[src/rtl/arb_pkg.sv]
`default_nettype none
// ============================================================================
// Module      : arb_pkg
// Description : Shared types and constants for the 8-way round-robin arbiter.
// Revision    : 1.0 - initial release
// ============================================================================
package arb_pkg;

    localparam int N_REQ = 8;
    localparam int IDX_W = 3;

    localparam logic [IDX_W-1:0] PTR_RESET = 3'd7;

    typedef enum logic [0:0] {
        IDLE  = 1'b0,
        GRANT = 1'b1
    } state_t;

endpackage : arb_pkg
`default_nettype wire

[src/rtl/rr_prio_enc_8.sv]
`default_nettype none
// ============================================================================
// Module      : rr_prio_enc_8
// Description : Combinational round-robin winner select: rotate, priority
//               encode (highest bit wins), un-rotate.
// Revision    : 1.0 - initial release
// ============================================================================
module rr_prio_enc_8
    import arb_pkg::*;
(
    input  logic [N_REQ-1:0] req,
    input  logic [IDX_W-1:0] ptr,
    output logic [IDX_W-1:0] win_idx,
    output logic             any_req
);

    logic [IDX_W-1:0]   w_shift;
    logic [2*N_REQ-1:0] w_dbl;
    logic [N_REQ-1:0]   w_rot;
    logic [IDX_W-1:0]   w_enc;

    // Rotating left by (7 - ptr) puts requester ptr at bit 7.
    assign w_shift = 3'd7 - ptr;
    assign w_dbl   = {req, req} << w_shift;
    assign w_rot   = w_dbl[2*N_REQ-1:N_REQ];

    always_comb begin
        w_enc = '0;
        for (int i = 0; i < N_REQ; i++) begin
            if (w_rot[i]) begin
                w_enc = IDX_W'(i);
            end
        end
    end

    assign win_idx = w_enc - w_shift;
    assign any_req = |req;

endmodule : rr_prio_enc_8
`default_nettype wire

[src/rtl/rr_arbiter_8.sv]
`default_nettype none
// ============================================================================
// Module      : rr_arbiter_8
// Description : 8-requester round-robin arbiter with grant hold and
//               MAX_HOLD timeout; registered one-hot/index/valid outputs.
// Revision    : 1.0 - initial release
// ============================================================================
module rr_arbiter_8 #(
    parameter int MAX_HOLD = 16
) (
    input  logic       clk,
    input  logic       rst_n,
    input  logic [7:0] req,
    output logic [7:0] gnt,
    output logic [2:0] gnt_idx,
    output logic       gnt_vld,
    output logic       timeout
);

    import arb_pkg::*;

    localparam logic [7:0] c_MAX_HOLD = 8'(MAX_HOLD);

    state_t           r_state;
    state_t           w_state_nxt;
    logic [N_REQ-1:0] r_gnt,      w_gnt_nxt;
    logic [IDX_W-1:0] r_gnt_idx,  w_gnt_idx_nxt;
    logic             r_gnt_vld,  w_gnt_vld_nxt;
    logic             r_timeout,  w_timeout_nxt;
    logic [IDX_W-1:0] r_ptr,      w_ptr_nxt;
    logic [7:0]       r_hold_cnt, w_hold_cnt_nxt;

    logic [IDX_W-1:0] w_win;
    logic             w_any_req;
    logic             w_do_grant;
    logic             w_owner_req;

    rr_prio_enc_8 u_enc (
        .req     (req),
        .ptr     (r_ptr),
        .win_idx (w_win),
        .any_req (w_any_req)
    );

    assign w_owner_req = |(req & r_gnt);

    always_comb begin
        w_state_nxt    = r_state;
        w_gnt_nxt      = r_gnt;
        w_gnt_idx_nxt  = r_gnt_idx;
        w_gnt_vld_nxt  = r_gnt_vld;
        w_timeout_nxt  = 1'b0;
        w_ptr_nxt      = r_ptr;
        w_hold_cnt_nxt = r_hold_cnt;
        w_do_grant     = 1'b0;

        case (r_state)
            IDLE: begin
                if (w_any_req) begin
                    w_do_grant = 1'b1;
                end
            end
            GRANT: begin
                if (w_owner_req) begin
                    if (r_hold_cnt < c_MAX_HOLD) begin
                        w_hold_cnt_nxt = r_hold_cnt + 8'd1;
                    end else begin
                        // Owner already sits at lowest priority, so it only
                        // wins again when nobody else is asking.
                        w_timeout_nxt = 1'b1;
                        w_do_grant    = 1'b1;
                    end
                end else if (w_any_req) begin
                    w_do_grant = 1'b1;
                end else begin
                    w_state_nxt    = IDLE;
                    w_gnt_nxt      = '0;
                    w_gnt_idx_nxt  = '0;
                    w_gnt_vld_nxt  = 1'b0;
                    w_hold_cnt_nxt = '0;
                end
            end
            default: begin
                w_state_nxt = IDLE;
            end
        endcase

        if (w_do_grant) begin
            w_state_nxt    = GRANT;
            w_gnt_nxt      = N_REQ'(1) << w_win;
            w_gnt_idx_nxt  = w_win;
            w_gnt_vld_nxt  = 1'b1;
            w_hold_cnt_nxt = 8'd1;
            w_ptr_nxt      = w_win - 3'd1;
        end
    end

    always_ff @(posedge clk or negedge rst_n) begin
        if (!rst_n) begin
            r_state    <= IDLE;
            r_gnt      <= '0;
            r_gnt_idx  <= '0;
            r_gnt_vld  <= 1'b0;
            r_timeout  <= 1'b0;
            r_ptr      <= PTR_RESET;
            r_hold_cnt <= '0;
        end else begin
            r_state    <= w_state_nxt;
            r_gnt      <= w_gnt_nxt;
            r_gnt_idx  <= w_gnt_idx_nxt;
            r_gnt_vld  <= w_gnt_vld_nxt;
            r_timeout  <= w_timeout_nxt;
            r_ptr      <= w_ptr_nxt;
            r_hold_cnt <= w_hold_cnt_nxt;
        end
    end

    assign gnt     = r_gnt;
    assign gnt_idx = r_gnt_idx;
    assign gnt_vld = r_gnt_vld;
    assign timeout = r_timeout;

endmodule : rr_arbiter_8
`default_nettype wire

[config.mk]
export PLATFORM = sky130hd
export DESIGN_NAME = rr_arbiter_8
export DESIGN_NICKNAME = d
export VERILOG_FILES = /design/src/rtl/arb_pkg.sv /design/src/rtl/rr_prio_enc_8.sv /design/src/rtl/rr_arbiter_8.sv
export SDC_FILE = /design/constraint.sdc
export NUM_CORES = 1
export LEC_CHECK = 0
export CAP_MARGIN = 20
export CELL_PAD_IN_SITES_DETAIL_PLACEMENT = 1
export CELL_PAD_IN_SITES_GLOBAL_PLACEMENT = 1
export CORE_MARGIN = 5
export CORE_UTILIZATION = 48
export CTS_BUF_LIST = sky130_fd_sc_hd__clkbuf_8
export CTS_CLUSTER_DIAMETER = 30
export DETAILED_ROUTE_END_ITERATION = 10
export PLACE_DENSITY_LB_ADDON = 0.12
export SYNTH_ARGS = -nofsm -noshare
export SYNTH_HDL_FRONTEND = slang
export SYNTH_HIERARCHICAL = 1
export SYNTH_SLANG_ARGS = --single-unit
[constraint.sdc]
create_clock -name clk -period 6.4 [get_ports clk]
set_input_delay 1.28 -clock clk [delete_from_list [all_inputs] [get_ports clk]]
set_output_delay 1.28 -clock clk [all_outputs]
set_load 0.05 [all_outputs]
* Yosys cells after proc, flatten, opt, wreduce, memory -nomap -nowiden
Index checks and enable logic that the tools add are counted.
** Operators by class
- Equal/unequal tests :: 4
- Order comparisons :: 1
- Reduce and logical (&&, ||, !) cells :: 5
- Multiplexer cells :: 32
- Bitwise operators :: 2
- Add/sub/neg operators :: 4
- Shifts and indexed selects :: 2
** Operators by type and width (count)
- 2-to-1 mux 8 bit :: 8
- 2-to-1 mux 3 bit :: 8
- OR reduction 8 bit :: 2
- left shift 16 x 3 -> 16 bit :: 1
- 2-to-1 mux 1 bit :: 13
- adder 8 x 1 -> 8 bit (second input constant) :: 1
- bitwise AND 8 bit :: 1
- less-than comparator 8 x 5 -> 1 bit (second input constant) :: 1
- left shift 1 x 3 -> 8 bit (first input constant) :: 1
- AND reduction 3 bit :: 2
- 2-to-1 mux 2 bit :: 2
- != test 2 bit (second input constant) :: 2
- != test 3 x 2 -> 1 bit (second input constant) :: 1
- != test 3 bit (second input constant) :: 1
- subtractor 3 x 1 -> 3 bit (second input constant) :: 1
- subtractor 3 bit :: 1
- subtractor 3 bit (first input constant) :: 1
- case mux 1 bit (2 select lines) :: 1
- nonzero test 2 bit :: 1
- NOT 1 bit :: 1
** Storage, ports and cells
- Bits of input ports :: 10
- Flip-flop bits (word level) :: 25
- Word-level logic and storage cells :: 57

* Longest topological paths before layout
- Depth in word-level cells :: 12
- Gate-level depth with buffers :: 13
- Depth with buffers taken out :: 12

* Cells and area by module
The synthesis kept the hierarchy.
** By module, submodules not included
- rr_arbiter_8 :: times used 1, cells each 86, area each 1108.6 µm²
- rr_prio_enc_8 :: times used 1, cells each 54, area each 488.0 µm²

* Least setup slack after synthesis
Ideal clock, no wire load.
- Path kind :: input to register
- Start point :: in req[2]
- End point :: reg r_ptr[2]
- Required time :: 6.318 ns
- Setup time :: 0.082 ns
- Slack :: 2.474 ns
- Arrival time :: 3.844 ns
- Buffers on the path :: 0
- Stages on the path :: 12
- Cells stage by stage :: mux2_2 > o21a_1 > mux4_2 > a211oi_2 > o22ai_1 > ha_1 > fa_1 > inv_1 > inv_1 > ha_1 > xor2_1 > mux2_2
** On the way
- Word-level cells in the longest chain between the ends :: 10
- Elaborated cells between the ends (all ways) :: 16
- Classes of those cells :: 2 x add/sub; 1 x shift; 10 x mux; 1 x bitwise; 2 x reduce/logical
** RTL lines
- from (decl) :: line rr_arbiter_8.sv:13 : input logic [7:0] req,
- left shift 16 x 3 -> 16 bit * :: line rr_prio_enc_8.sv:24 : assign w_dbl = {req, req} << w_shift;
- 2-to-1 mux 1 bit :: line rr_prio_enc_8.sv:30 : if (w_rot[i]) begin
- 2-to-1 mux 2 bit (2 in series) :: line rr_prio_enc_8.sv:30
- 2-to-1 mux 3 bit (3 in series) :: line rr_prio_enc_8.sv:30
- 2-to-1 mux 3 bit * :: line rr_prio_enc_8.sv:30
- subtractor 3 bit * :: line rr_prio_enc_8.sv:36 : assign win_idx = w_enc - w_shift;
- net w_win[1] :: line rr_arbiter_8.sv:33 : logic [IDX_W-1:0] w_win;
- subtractor 3 x 1 -> 3 bit * :: line rr_arbiter_8.sv:94 : w_ptr_nxt = w_win - 3'd1;
- to (signal assigned) :: line rr_arbiter_8.sv:113 : r_ptr <= w_ptr_nxt;
- to (decl) :: line rr_arbiter_8.sv:30 : logic [IDX_W-1:0] r_ptr, w_ptr_nxt;
The timed path passes the listed nets; every way through them passes the cells marked *.
A chain may end at the register's enable or synchronous reset.

* Worst setup path after layout
- Start point :: in req[5]
- End point :: reg r_gnt[1] (netlist: gnt[1])
** On the way
- Word-level cells in the longest chain between the ends :: 11
- Elaborated cells between the ends (all ways) :: 21
- Classes of those cells :: 1 x add/sub; 2 x eq/ne; 2 x shift; 11 x mux; 1 x bitwise; 4 x reduce/logical
** RTL lines
- left shift 16 x 3 -> 16 bit * :: line rr_prio_enc_8.sv:24
- 2-to-1 mux 1 bit :: line rr_prio_enc_8.sv:30
- 2-to-1 mux 2 bit (2 in series) :: line rr_prio_enc_8.sv:30
- 2-to-1 mux 3 bit (3 in series) :: line rr_prio_enc_8.sv:30
- 2-to-1 mux 3 bit * :: line rr_prio_enc_8.sv:30
- subtractor 3 bit * :: line rr_prio_enc_8.sv:36
- net w_win[2] :: line rr_arbiter_8.sv:33
- left shift 1 x 3 -> 8 bit * :: line rr_arbiter_8.sv:90 : w_gnt_nxt = N_REQ'(1) << w_win;
- 2-to-1 mux 8 bit * :: line rr_arbiter_8.sv:88 : if (w_do_grant) begin
- to (signal assigned) :: line rr_arbiter_8.sv:109 : r_gnt <= w_gnt_nxt;
- to (decl) :: line rr_arbiter_8.sv:26 : logic [N_REQ-1:0] r_gnt, w_gnt_nxt;
Marked as above.

==> impl_metrics.yaml <==
status:
  status: "finished clean"
synth:
  postSynthNetCount: 158
  synth.cell_area_um2: 1600
  ys_top_cells_by_count: "dfrtp_1 (22), inv_1 (10), mux2i_1 (10), a22o_1 (9)"
  synth_edf_count: 0
  yosysTopAreaCell: "dfrtp_1"
  ys_warn_count: 6
  synth.most_common_cell: "dfrtp_1"
  async_reset_ff_frac: 1.00
  synth.avg_cell_area_um2: 11.4
  ys_seq_elements: 25
  synth_top_area_frac: 0.345
  synth_seq_area_share: 0.394
  synth_cell_type_count: 40
  ys_top_cells_by_area: "dfrtp_1 (34%), mux2i_1 (6.3%), mux2_2 (5.6%)"
  synthesis.instances: 140
  ys.flop_type: "dfrtp_1"
timing:
  finalCritPeriodShare: 0.719
  worst_pin_slew_ns: 0.961
  tns_ns: 0
  finalSetupViolations: 0
  fin_skew_ns: 0.00304
  slew_headroom: 0.359
  rsz0062_at_grt: "no"
  finalHoldViolations: 0
  whs_ns: 0.497
  min_period_ns: 4.60
  drv_slew: 0
  fmax_mhz: 217
global_route:
  grt-ovfl-total: 0
  grt_antenna_before_repair: 0
  grt_pass1_vias: 1320
  grt_pass1_wl_mm: 6.66
  grt_util_all_layers: 0.196
  grt_max_degree: 26
floorplanning:
  initial_core_util: 0.486
  core-area_um2: 3280
  rows: 21
  pin_count: 23
  die_area_um2: 4580
  die_w_um: 67.7
  dieHeight_um: 67.7
cts:
  cts_hold_buffers: 0
  cts-root-buf: "clkbuf_8"
  h-tree-depth: 1
  cts_resized: 0
  cts_buffers: 3
  cts_sinks: 25
  cts_tree: "built"
  post-cts-setup-buffer-count: 0
  cts_buffer_depth: 2
  path_clk_slew_ns: 0.09
  clock_latency_ns: 0.27
cells_and_area:
  seqCellArea_um2: 629
  fin_nets: 181
  multi_input_area_um2: 883
  final_area_um2: 1880
  area_delta_synth_final_pct: 18.0
  filler_cell_count: 359
  n_antenna_cell: 0
  drive_above_1_share: 0.136
worst_setup_path:
  startpoint_type: "primary input"
  crit_path_end_kind: "register"
  r2r_end: "gnt[1]$_DFFE_PN0P_"
  cp-startpoint: "req[5]"
  worst-path-max-fanout: 7
  reg2reg_depth: 10
  crit_type: "primary input to register"
  r2r_slack_ns: 2.49
  timing.rr.start: "r_ptr[1]$_DFFE_PN1N_"
  cp.arrival_ns: 4.76
  cp.required_ns: 6.56
route:
  drc_errors: 0
  drt_pass1_iterations: 4
  vias: 1269
  wire_per_inst_um: 19.5
  drt-total-wl_mm: 4.07
  drt-initial-drc-count: 80
  routed_via_density: 6.10
  ant_nets: 0
worst_hold_path:
  hold_start: "gnt_vld$_DFFE_PN0P_"
  min_to: "gnt_vld$_DFFE_PN0P_"
  hp-class: "register to register"
  hold_path_depth: 1
power_and_ir_drop:
  total_power_mw: 1.15
  p_leak_nw: 0.817
  powerDensity_nw_per_um2: 608
  peakVddDrop_uv: 445
placement:
  routabilityCongestion: 0.873
  place_area_um2: 1840
  hpwl_mm: 3.01
  portBuffers: 22
job:
  cap_violations: 0
## routing by layer
metal,share of wire,GRT usage
met5,0,0
met4,0.012,0.0532
met3,0.042,0.0266
met2,0.48,0.335
met1,0.46,0.257
## layout make-up
class	instances	area share
flip-flops and latches	25	0.334
clock buffers	3	0.0219
multi-input cells	99	0.469
clock inverters	1	0.00199
repair buffers	23	0.121
inverters	11	0.0219
well taps	46	0.0305
## worst max path at each step
| stage | endpoint | depth (start not counted) |
|---|---|---|
| 6_report | gnt[1]$_DFFE_PN0P_ | 11 |
| 2_1_floorplan | r_ptr[2]$_DFFE_PN1N_ | 12 |
| 3_5_place_dp | gnt[1]$_DFFE_PN0P_ | 11 |
| 5_1_grt | gnt[1]$_DFFE_PN0P_ | 11 |
| 4_1_cts | gnt[1]$_DFFE_PN0P_ | 11 |
| 3_3_place_gp | gnt[1]$_DFFE_PN0P_ | 11 |
## cells by family (layout without fill, tap and decap cells)
family | Yosys count | count (layout) | synth area share
buffers and inverters | 16 | 38 | 0.0525
AND/OR/NAND/NOR | 27 | 27 | 0.0839
adder cells (fa/ha/maj) | 8 | 8 | 0.0674
flip-flops | 25 | 25 | 0.394
AO/OA/AOI/OAI | 38 | 38 | 0.190
multiplexers | 24 | 24 | 0.201
XOR/XNOR | 2 | 2 | 0.0110
## report_power, final
group          leakage (nW)  total (mW)  switching, mW  internal (mW)
Clock                0.0269      0.0930         0.0500         0.0430
Combinational         0.475       0.774          0.441          0.333
Sequential            0.316       0.279         0.0605          0.219
## state kept, by name, summed over array words and instances, names as in the netlist
name,count
timeout,1
gnt,8
r_ptr,3
gnt_idx,3
r_hold_cnt,8
r_state,1
gnt_vld,1
## critical path, cell delays in order
cell and delay, ns:
clkdlybuf4s50_1 0.53, mux2_2 0.35, o21a_1 0.19, mux4_2 0.48, a211oi_2 0.24, o22ai_1 0.11
ha_1 0.20, fa_1 0.38, xnor2_1 0.51, inv_1 0.19, a32o_1 0.29
## through the flow
stage,utilization,cells,setup WS (ns)
floorplan,-,140,2.47
global placement,0.560,204,1.67
finish,0.574,208,1.80
detailed placement,0.560,204,1.56
global route,0.574,208,1.64
CTS,0.574,208,1.85
## placed cells by master (no fill, tap or decap), drive strengths merged, types with 2 or more instances in the layout
cell           instances
nand3                  3
a31oi                  3
dfrtp                 22
a21oi                  4
o21ai                  4
o21a                   2
mux2i                 11
o22ai                  2
nand2                  7
clkdlybuf4s50         22
nor2                   6
a32o                   8
and2                   5
inv                   11
mux4                   4
nor4                   3
ha                     7
clkbuf                 3
dfstp                  3
mux2                   9
a22o                   9
(Power assumes the default switching activity.)
